===== config.mk =====
export PLATFORM = sky130hd
export DESIGN_NAME = multi_cycle_ctrl_flat
export DESIGN_NICKNAME = d
export VERILOG_FILES = /design/src/rtl/multi_cycle_ctrl_if.sv /design/src/rtl/multi_cycle_ctrl.sv /design/src/flat_wrapper.sv
export SDC_FILE = /design/constraint.sdc
export NUM_CORES = 1
export LEC_CHECK = 0
export ABC_AREA = 1
export BUFFER_PORTS_ARGS = -buffer_cell sky130_fd_sc_hd__buf_2
export CORE_MARGIN = 1
export CORE_UTILIZATION = 59
export DETAILED_ROUTE_END_ITERATION = 16
export PLACE_DENSITY = 0.94
export SYNTH_ARGS = -nofsm -noshare
export SYNTH_HDL_FRONTEND = slang
export SYNTH_SLANG_ARGS = --single-unit
export TNS_END_PERCENT = 30

===== constraint.sdc =====
create_clock -name clk -period 4.3 [get_ports clk]
set_input_delay 0.86 -clock clk [delete_from_list [all_inputs] [get_ports clk]]
set_output_delay 0.86 -clock clk [all_outputs]
set_load 0.005 [all_outputs]

===== src/rtl/multi_cycle_ctrl_if.sv =====
// ---------------------------------------------------------------------------
// multi_cycle_ctrl_if : controller <-> datapath/memory signal bundle
// Rev 1.0
// ---------------------------------------------------------------------------
`default_nettype none

interface multi_cycle_ctrl_if #(
  parameter int CNT_W = 32
);
  logic [6:0]       opcode;
  logic             bcond;
  logic             halt_cond;
  logic             mem_ready;
  logic             mem_read;
  logic             mem_write;
  logic             i_or_d;
  logic             ir_write;
  logic             pc_write;
  logic [1:0]       pc_source;
  logic             reg_write;
  logic [1:0]       mem_to_reg;
  logic             alu_src_a;
  logic [1:0]       alu_src_b;
  logic [1:0]       alu_op;
  logic             is_halted;
  logic [2:0]       state;
  logic [CNT_W-1:0] retired;

  modport master (
    input  opcode, bcond, halt_cond, mem_ready,
    output mem_read, mem_write, i_or_d, ir_write, pc_write, pc_source,
           reg_write, mem_to_reg, alu_src_a, alu_src_b, alu_op,
           is_halted, state, retired
  );

  modport slave (
    output opcode, bcond, halt_cond, mem_ready,
    input  mem_read, mem_write, i_or_d, ir_write, pc_write, pc_source,
           reg_write, mem_to_reg, alu_src_a, alu_src_b, alu_op,
           is_halted, state, retired
  );
endinterface

`default_nettype wire


===== src/rtl/multi_cycle_ctrl.sv =====
// ---------------------------------------------------------------------------
// multi_cycle_ctrl : IF/ID/EX/MEM/WB sequencing FSM for the multi-cycle RV32I core
// Rev 1.0
// ---------------------------------------------------------------------------
`default_nettype none

module multi_cycle_ctrl #(
  parameter bit HALT_ON_UNKNOWN = 1'b0,
  parameter int CNT_W           = 32
) (
  input  wire logic           clk,
  input  wire logic           reset,
  multi_cycle_ctrl_if.master  bus_if
);

  typedef enum logic [2:0] {
    S_IF   = 3'd0,
    S_ID   = 3'd1,
    S_EX   = 3'd2,
    S_MEM  = 3'd3,
    S_WB   = 3'd4,
    S_HALT = 3'd5
  } state_e;

  localparam logic [6:0] c_OP_R      = 7'b0110011;
  localparam logic [6:0] c_OP_IARITH = 7'b0010011;
  localparam logic [6:0] c_OP_LOAD   = 7'b0000011;
  localparam logic [6:0] c_OP_STORE  = 7'b0100011;
  localparam logic [6:0] c_OP_BRANCH = 7'b1100011;
  localparam logic [6:0] c_OP_JAL    = 7'b1101111;
  localparam logic [6:0] c_OP_JALR   = 7'b1100111;
  localparam logic [6:0] c_OP_ECALL  = 7'b1110011;

  state_e           state_q, state_d;
  logic [CNT_W-1:0] retired_q, retired_d;

  logic       w_mem_read, w_mem_write, w_i_or_d, w_ir_write, w_pc_write;
  logic       w_reg_write, w_alu_src_a, w_known;
  logic [1:0] w_pc_source, w_mem_to_reg, w_alu_src_b, w_alu_op;

  always_comb begin
    w_known = 1'b0;
    case (bus_if.opcode)
      c_OP_R, c_OP_IARITH, c_OP_LOAD, c_OP_STORE,
      c_OP_BRANCH, c_OP_JAL, c_OP_JALR, c_OP_ECALL: w_known = 1'b1;
      default:                                      w_known = 1'b0;
    endcase
  end

  always_ff @(posedge clk) begin
    if (reset) begin
      state_q   <= S_IF;
      retired_q <= '0;
    end else begin
      state_q   <= state_d;
      retired_q <= retired_d;
    end
  end

  always_comb begin
    state_d      = state_q;
    w_mem_read   = 1'b0;
    w_mem_write  = 1'b0;
    w_i_or_d     = 1'b0;
    w_ir_write   = 1'b0;
    w_pc_write   = 1'b0;
    w_pc_source  = 2'd0;
    w_reg_write  = 1'b0;
    w_mem_to_reg = 2'd0;
    w_alu_src_a  = 1'b0;
    w_alu_src_b  = 2'd0;
    w_alu_op     = 2'd0;

    case (state_q)
      S_IF: begin
        w_mem_read = 1'b1;
        if (bus_if.mem_ready) begin
          w_ir_write = 1'b1;
          state_d    = S_ID;
        end
      end

      S_ID: begin
        // ALUOut captures PC+imm here as the branch/JAL target
        w_alu_src_b = 2'd1;
        if (bus_if.opcode == c_OP_ECALL) begin
          if (bus_if.halt_cond) begin
            state_d = S_HALT;
          end else begin
            w_pc_write  = 1'b1;
            w_pc_source = 2'd2;
            state_d     = S_IF;
          end
        end else if (!w_known) begin
          if (HALT_ON_UNKNOWN) begin
            state_d = S_HALT;
          end else begin
            w_pc_write  = 1'b1;
            w_pc_source = 2'd2;
            state_d     = S_IF;
          end
        end else begin
          state_d = S_EX;
        end
      end

      S_EX: begin
        state_d = S_IF;
        case (bus_if.opcode)
          c_OP_R: begin
            w_alu_src_a = 1'b1;
            w_alu_op    = 2'd2;
            state_d     = S_WB;
          end
          c_OP_IARITH: begin
            w_alu_src_a = 1'b1;
            w_alu_src_b = 2'd1;
            w_alu_op    = 2'd2;
            state_d     = S_WB;
          end
          c_OP_LOAD, c_OP_STORE: begin
            w_alu_src_a = 1'b1;
            w_alu_src_b = 2'd1;
            state_d     = S_MEM;
          end
          c_OP_BRANCH: begin
            w_alu_src_a = 1'b1;
            w_alu_op    = 2'd1;
            w_pc_write  = 1'b1;
            w_pc_source = bus_if.bcond ? 2'd1 : 2'd2;
          end
          c_OP_JAL: begin
            w_reg_write  = 1'b1;
            w_mem_to_reg = 2'd2;
            w_pc_write   = 1'b1;
            w_pc_source  = 2'd1;
          end
          c_OP_JALR: begin
            // rs1 already sits in A, so writing rd==rs1 this cycle is harmless
            w_alu_src_a  = 1'b1;
            w_alu_src_b  = 2'd1;
            w_reg_write  = 1'b1;
            w_mem_to_reg = 2'd2;
            w_pc_write   = 1'b1;
            w_pc_source  = 2'd0;
          end
          default: state_d = S_IF;
        endcase
      end

      S_MEM: begin
        w_i_or_d = 1'b1;
        if (bus_if.opcode == c_OP_LOAD) begin
          w_mem_read = 1'b1;
          if (bus_if.mem_ready) state_d = S_WB;
        end else if (bus_if.opcode == c_OP_STORE) begin
          w_mem_write = 1'b1;
          if (bus_if.mem_ready) begin
            w_pc_write  = 1'b1;
            w_pc_source = 2'd2;
            state_d     = S_IF;
          end
        end else begin
          state_d = S_IF;
        end
      end

      S_WB: begin
        w_reg_write  = 1'b1;
        w_mem_to_reg = (bus_if.opcode == c_OP_LOAD) ? 2'd1 : 2'd0;
        w_pc_write   = 1'b1;
        w_pc_source  = 2'd2;
        state_d      = S_IF;
      end

      S_HALT:  state_d = S_HALT;
      default: state_d = S_IF;
    endcase
  end

  // Each instruction retires on its single pc_write cycle
  assign retired_d = w_pc_write ? retired_q + 1'b1 : retired_q;

  // Everything is forced low while reset is asserted so no strobe can escape
  assign bus_if.mem_read   = ~reset & w_mem_read;
  assign bus_if.mem_write  = ~reset & w_mem_write;
  assign bus_if.i_or_d     = ~reset & w_i_or_d;
  assign bus_if.ir_write   = ~reset & w_ir_write;
  assign bus_if.pc_write   = ~reset & w_pc_write;
  assign bus_if.pc_source  = reset ? 2'd0 : w_pc_source;
  assign bus_if.reg_write  = ~reset & w_reg_write;
  assign bus_if.mem_to_reg = reset ? 2'd0 : w_mem_to_reg;
  assign bus_if.alu_src_a  = ~reset & w_alu_src_a;
  assign bus_if.alu_src_b  = reset ? 2'd0 : w_alu_src_b;
  assign bus_if.alu_op     = reset ? 2'd0 : w_alu_op;
  assign bus_if.is_halted  = ~reset & (state_q == S_HALT);
  assign bus_if.state      = reset ? 3'd0 : state_q;
  assign bus_if.retired    = reset ? '0 : retired_q;

endmodule

`default_nettype wire


===== src/flat_wrapper.sv =====
// flat-port wrapper written by rule: the top's interface ports become plain ports
module multi_cycle_ctrl_flat 
#(
  parameter bit HALT_ON_UNKNOWN = 1'b0,
  parameter int CNT_W           = 32
)
  (clk, reset, bus_if_opcode, bus_if_bcond, bus_if_halt_cond, bus_if_mem_ready, bus_if_mem_read, bus_if_mem_write, bus_if_i_or_d, bus_if_ir_write, bus_if_pc_write, bus_if_pc_source, bus_if_reg_write, bus_if_mem_to_reg, bus_if_alu_src_a, bus_if_alu_src_b, bus_if_alu_op, bus_if_is_halted, bus_if_state, bus_if_retired);
  multi_cycle_ctrl_if #(.CNT_W(CNT_W)) bus_if_i ();
  input  wire logic clk;
  input  wire logic reset;
  input wire logic [$bits(bus_if_i.opcode)-1:0] bus_if_opcode;
  input wire logic [$bits(bus_if_i.bcond)-1:0] bus_if_bcond;
  input wire logic [$bits(bus_if_i.halt_cond)-1:0] bus_if_halt_cond;
  input wire logic [$bits(bus_if_i.mem_ready)-1:0] bus_if_mem_ready;
  output wire logic [$bits(bus_if_i.mem_read)-1:0] bus_if_mem_read;
  output wire logic [$bits(bus_if_i.mem_write)-1:0] bus_if_mem_write;
  output wire logic [$bits(bus_if_i.i_or_d)-1:0] bus_if_i_or_d;
  output wire logic [$bits(bus_if_i.ir_write)-1:0] bus_if_ir_write;
  output wire logic [$bits(bus_if_i.pc_write)-1:0] bus_if_pc_write;
  output wire logic [$bits(bus_if_i.pc_source)-1:0] bus_if_pc_source;
  output wire logic [$bits(bus_if_i.reg_write)-1:0] bus_if_reg_write;
  output wire logic [$bits(bus_if_i.mem_to_reg)-1:0] bus_if_mem_to_reg;
  output wire logic [$bits(bus_if_i.alu_src_a)-1:0] bus_if_alu_src_a;
  output wire logic [$bits(bus_if_i.alu_src_b)-1:0] bus_if_alu_src_b;
  output wire logic [$bits(bus_if_i.alu_op)-1:0] bus_if_alu_op;
  output wire logic [$bits(bus_if_i.is_halted)-1:0] bus_if_is_halted;
  output wire logic [$bits(bus_if_i.state)-1:0] bus_if_state;
  output wire logic [$bits(bus_if_i.retired)-1:0] bus_if_retired;
  assign bus_if_i.opcode = bus_if_opcode;
  assign bus_if_i.bcond = bus_if_bcond;
  assign bus_if_i.halt_cond = bus_if_halt_cond;
  assign bus_if_i.mem_ready = bus_if_mem_ready;
  assign bus_if_mem_read = bus_if_i.mem_read;
  assign bus_if_mem_write = bus_if_i.mem_write;
  assign bus_if_i_or_d = bus_if_i.i_or_d;
  assign bus_if_ir_write = bus_if_i.ir_write;
  assign bus_if_pc_write = bus_if_i.pc_write;
  assign bus_if_pc_source = bus_if_i.pc_source;
  assign bus_if_reg_write = bus_if_i.reg_write;
  assign bus_if_mem_to_reg = bus_if_i.mem_to_reg;
  assign bus_if_alu_src_a = bus_if_i.alu_src_a;
  assign bus_if_alu_src_b = bus_if_i.alu_src_b;
  assign bus_if_alu_op = bus_if_i.alu_op;
  assign bus_if_is_halted = bus_if_i.is_halted;
  assign bus_if_state = bus_if_i.state;
  assign bus_if_retired = bus_if_i.retired;
  multi_cycle_ctrl #(.HALT_ON_UNKNOWN(HALT_ON_UNKNOWN), .CNT_W(CNT_W)) u_core (.clk(clk), .reset(reset), .bus_if(bus_if_i));
endmodule

* After elaboration in Yosys (flattened, before gate mapping)
Cells that the tools add are included.
Widths: inputs -> output; s select.
** Cells by class
- Bitwise gates (word level) :: 9
- Reductions and logical operators :: 9
- Equal/unequal tests :: 16
- Add/sub/neg operators :: 1
- Mux-type cells :: 52
** Operators by type and width (number)
- $add 32x1->32 const B :: 1
- $mux 32 :: 1
- $eq 7x7->1 const B :: 4
- $mux 2 :: 14
- $mux 3 :: 8
- $mux 1 :: 19
- $pmux 2 s2 :: 4
- $pmux 3 s5 :: 1
- $eq 7x6->1 const B :: 2
- $and 1x1->1 :: 8
- $pmux 2 s4 :: 1
- $reduce_or 8->1 :: 1
- $eq 7x2->1 const B :: 1
- $eq 7x5->1 const B :: 1
- $eq 3x2->1 const B :: 2
- $eq 3x3->1 const B :: 2
- $ne 3x3->1 const B :: 2
- $pmux 3 s2 :: 1
- $reduce_or 2->1 :: 3
- $reduce_or 6->1 :: 1
- $pmux 1 s2 :: 2
- $pmux 1 s4 :: 1
- $reduce_or 4->1 :: 1
- $eq 3x1->1 const B :: 1
- other kinds (5) :: 5
** Storage, ports and cells
- Output and inout port bits :: 51
- Input port bits :: 12
- Register bits :: 35
- Logic and storage cells :: 89

* Logic depth before layout (Yosys ltp)
- Word-level depth :: 7
- Gate-level depth with buffers :: 12
- Gate-level depth less buffers :: 11

* Worst setup path after synthesis
No wires, ideal clock.
- Path type :: in2out
- Start :: input bus_if_opcode[1]
- End :: output bus_if_pc_write
- Path buffers :: 1
- Data required time :: 3440 ps
- Slack :: 1597 ps
- Data arrival time :: 1843 ps
- Stages on the path :: 11
- Cells stage by stage :: nand2_2 inv_1 nand2_2 nor2_2 nand3_2 nand2_2 nor2_4 nand2_4 inv_2 buf_6 nor2_1
** Between the ends
- Longest elaborated chain between the ends :: 7
- Elaborated cells on any way between the ends :: 18
- Those cells by class :: eq/ne (8); mux (7); bitwise (1); reduce/logical (2)
** Ends and longest elaborated chain
- start: declaration :: RTL line flat_wrapper.sv:11 : input wire logic [$bits(bus_if_i.opcode)-1:0] bus_if_opcode;
- $eq 7x7->1, or another cell as far along :: RTL line multi_cycle_ctrl.sv:43, multi_cycle_ctrl.sv:109
- $reduce_or 8->1 :: RTL line multi_cycle_ctrl.sv:43 : case (bus_if.opcode)
- $mux 1 :: RTL line multi_cycle_ctrl.sv:43
- $mux 1 :: RTL line multi_cycle_ctrl.sv:94 : end else if (!w_known) begin
- $mux 1 :: RTL line multi_cycle_ctrl.sv:86 : if (bus_if.opcode == c_OP_ECALL) begin
- $pmux 1 s4 * :: RTL line multi_cycle_ctrl.sv:74 : case (state_q)
- $and 1x1->1 * :: RTL line multi_cycle_ctrl.sv:189 : assign bus_if.pc_write = ~reset & w_pc_write;
- end: declaration :: RTL line flat_wrapper.sv:19 : output wire logic [$bits(bus_if_i.pc_write)-1:0] bus_if_pc_write;
Every way passes the cells marked *; elsewhere a longest branch is shown, timed or not.

* Final worst setup path
- Start :: input bus_if_opcode[3]
- End :: output bus_if_pc_write
The elaborated chain is that of the path after synthesis.

==> out/summary.md <==
Critical path
• critical path type: primary input to output port
• Setup crit start kind: primary input
• crit path buf inv count: 5
• data required time of the critical path: 3.44 ns
• nature of the critical path endpoint: output port
• start point of the critical path: bus_if_opcode[3]
• critical path's largest stage delay: 0.27 ns
• data arrival time of the worst path: 2.37 ns
• highest net fanout along the worst path: 28
• Worst R2R Start: u_core.retired_q[1]
• cell with the biggest individual delay on the critical path: sky130_fd_sc_hd__inv_2
• worst path cell trace: buf_2 -> inv_1 -> nand2_1 -> nor2_2 -> nand3_1 -> nand2_1 -> inv_1 -> nand3_2 -> nand2_4 -> inv_2 -> nor2_1 -> buf_2
• cell class contributing the biggest share of worst-path delay: simple AND/OR/NAND/NOR gates

Drt
• antenna viol nets, final: 0
• First-pass DRT Iterations: 11
• average wire per cell in the routed design: 12.3 um
• via total after detailed routing: 3,213
• count of unresolved DRC violations after routing: 2
• Vias/cell: 5.41
• First DRT Iteration DRCs: 325
• Final Routed Wirelength: 7.30 mm

Logic synthesis
• Syn. warnings: 0
• commonest cells in the synthesized netlist: sky130_fd_sc_hd__nand2_1 (131), sky130_fd_sc_hd__nor2_1 (106), sky130_fd_sc_hd__inv_1 (50)
• asr flop ratio synth: 0%
• ranking of synthesized cells by area: sky130_fd_sc_hd__dfxtp_1 (25%), sky130_fd_sc_hd__nand2_1 (17%), sky130_fd_sc_hd__nor2_1 (14%), sky130_fd_sc_hd__xor2_1 (8.3%), sky130_fd_sc_hd__nand3_1 (7.8%)
• nets in the synthesized netlist: 500
• dominant cell type by area after synthesis: sky130_fd_sc_hd__dfxtp_1
• total of flip-flops plus latches after synthesis: 35
• number of distinct standard cells referenced by the synthesized netlist: 29
• Mean Syn Cell Area: 5.82 sq um
• sequential fraction of the synthesis area: 24.7%
• area of the mapped netlist: 0.00283 sq mm
• share of Yosys cell area claimed by the top area cell type: 24.7%
• Post-synth top flop: sky130_fd_sc_hd__dfxtp_1
• most used standard cell by instance count after synthesis: sky130_fd_sc_hd__nand2_1
• cells after synthesis: 487
• number of enable-type register cells in the synthesized netlist: 0

Power and ir drop
• cell leakage power: 1.35 nW
• worst supply voltage drop on vdd: 0.207 mV
• total power consumption of the routed design: 768 uW
• power per standard cell area: 242 mW/mm^2

Layout
• number of nets at the end of the flow: 554
• proportion of layout cells with a drive suffix above 1: 18.1%
• area overhead of the layout relative to synthesis: 11.9%
• Layout Cell Area excl Fill: 0.00317 sq mm
• Post-Layout Cell Count: 594
• Fill cells: 402
• Layout Utilization: 70.8%
• Antenna Cells: 0

Floorplanning
• number of placed I/O pins: 63
• floorplan die width: 71.3 um
• Die Height: 71.3 um
• effective utilization at floorplan: 63.3%
• number of rows created at floorplan: 24
• area of the placeable core: 0.00447 sq mm
• floorplan die area: 0.00508 sq mm

STA
• max frequency: 0.309 GHz
• fin crit share: 75.2%
• number of failing hold endpoints at the final stage: 0
• setup repair after global routing missed its margin: false
• Rel. slew slack: 58.3%
• setup TNS after final layout: 0 ns
• final-report max-slew violation count: 0
• final setup violation count: 0
• worst setup skew after layout: 0.0108 ns
• final worst path period need: 3.23 ns
• slew at the pin closest to its max-slew limit: 0.625 ns

CTS
• CTS tree: yes
• worst-case clock buffer depth: 2
• number of sinks on the clock net: 35
• Worst-path clk slew: 0.08 ns
• number of clock buffers inserted by TritonCTS: 5
• buffer type at the clock tree root: sky130_fd_sc_hd__clkbuf_8
• level count of the clock H-tree: 2
• insertion delay of the later-clocked pin in the worst-skew pair: 0.30 ns
• PostCTS Resize Cnt: 0
• number of buffers inserted to repair setup after CTS: 0
• number of hold buffers added after CTS: 0

Global routing
• pin count of the biggest net entering global routing: 67
• Global Route Usage Sum: 29.2%
• first-pass GRT wire length: 11.9 mm
• GR Overflow Total: 0
• via count of the first global-routing pass: 2,751
• initial antenna violation count: 0

Worst hold path
• Min-Delay Path Class: flop to flop
• min-delay src: u_core.retired_q[31]

Run status
• violated checks: DRC
• outcome: finished, violations left

Place
• Detailed Place HPWL: 5.50 mm
• total of buffers placed on input and output ports: 61
• area post-placement: 0.00308 sq mm
• placed instance count: 586
• gpl congestion: 0.965

Run
• Max Cap Violations: 0

## kinds of logic after synthesis
| family | synth area share, % |
|---|---|
| AOI/OAI and AO/OA | 6.49 |
| xor gates and xnor gates | 8.35 |
| adders and majority gates | 0.442 |
| buffers and inverters | 12.3 |
| DFF | 24.7 |
| other | 0.132 |
| and+or+nand+nor | 47.6 |
## placed cells by master (no fill, tap or decap), drive strengths merged
cell type	n
nand2	135
nor2	122
buf	64
inv	54
nand3	46
dfxtp	35
xor2	27
a21oi	25
nor3	9
clkbuf	5
nand4	4
o21ai	3
nor4	2
o211ai	2
clkinvlp	2
o22ai	1
o21bai	1
o21a	1
a21boi	1
ha	1
conb	1
clkinv	1
## where the power goes
part | switching [mW] | total [mW] | internal, mW
clock | 0.130 | 0.243 | 0.113
sequential | 0.0171 | 0.355 | 0.338
combinational | 0.118 | 0.170 | 0.0529
## tightest hold or removal path: stages, from the launching register on
cell and delay (ns):
sky130_fd_sc_hd__dfxtp_1 0.32, sky130_fd_sc_hd__nand3_1 0.07, sky130_fd_sc_hd__a21oi_1 0.07
## metal layers
metal / global-route usage, % / part of all wire, % / vias to the layer above
met4: 12.2 / 2.2 / 0
met2: 49.9 / 48 / 132
li1: - / - / 1609
met5: 0 / 0 / -
met1: 35.8 / 44 / 1448
met3: 5.91 / 6.3 / 24
## flip-flops by register name (all words and copies together) (netlist names)
signal,cells
u_core.retired_q,32
u_core.state_q,3
## metrics by stage
| stage | setup slack (ns) | hold slack (ns) |
|---|---|---|
| floorplan | 1.60 | 0.460 |
| global placement | 1.19 | 0.475 |
| detailed placement | 1.11 | 0.485 |
| CTS | 1.10 | 0.501 |
| global route | 0.917 | 0.545 |
| finish | 1.07 | 0.503 |
## area by class of cell
| type | count | area [sq um] | area share (%) |
|---|---|---|---|
| Clock buffer | 5 | 68.8 | 2.17 |
| Clock inverter | 3 | 20.0 | 0.632 |
| Inverter | 54 | 203 | 6.40 |
| Multi-Input combinational cell | 381 | 1780 | 56.3 |
| Sequential cell | 35 | 701 | 22.1 |
| Tap cell | 52 | 65.1 | 2.05 |
| Timing Repair Buffer | 64 | 328 | 10.3 |
## path summary, 6_finish.rpt
check | to | slack [ns] | depth (start not counted)
worst min-delay path | u_core.retired_q[31] | 0.50 | 2
worst max register to register | u_core.retired_q[24] | 2.46 | 7
worst min register to register | u_core.retired_q[31] | 0.50 | 2
worst max-delay path | bus_if_pc_write | 1.07 | 12
(Power assumes the default switching activity.)
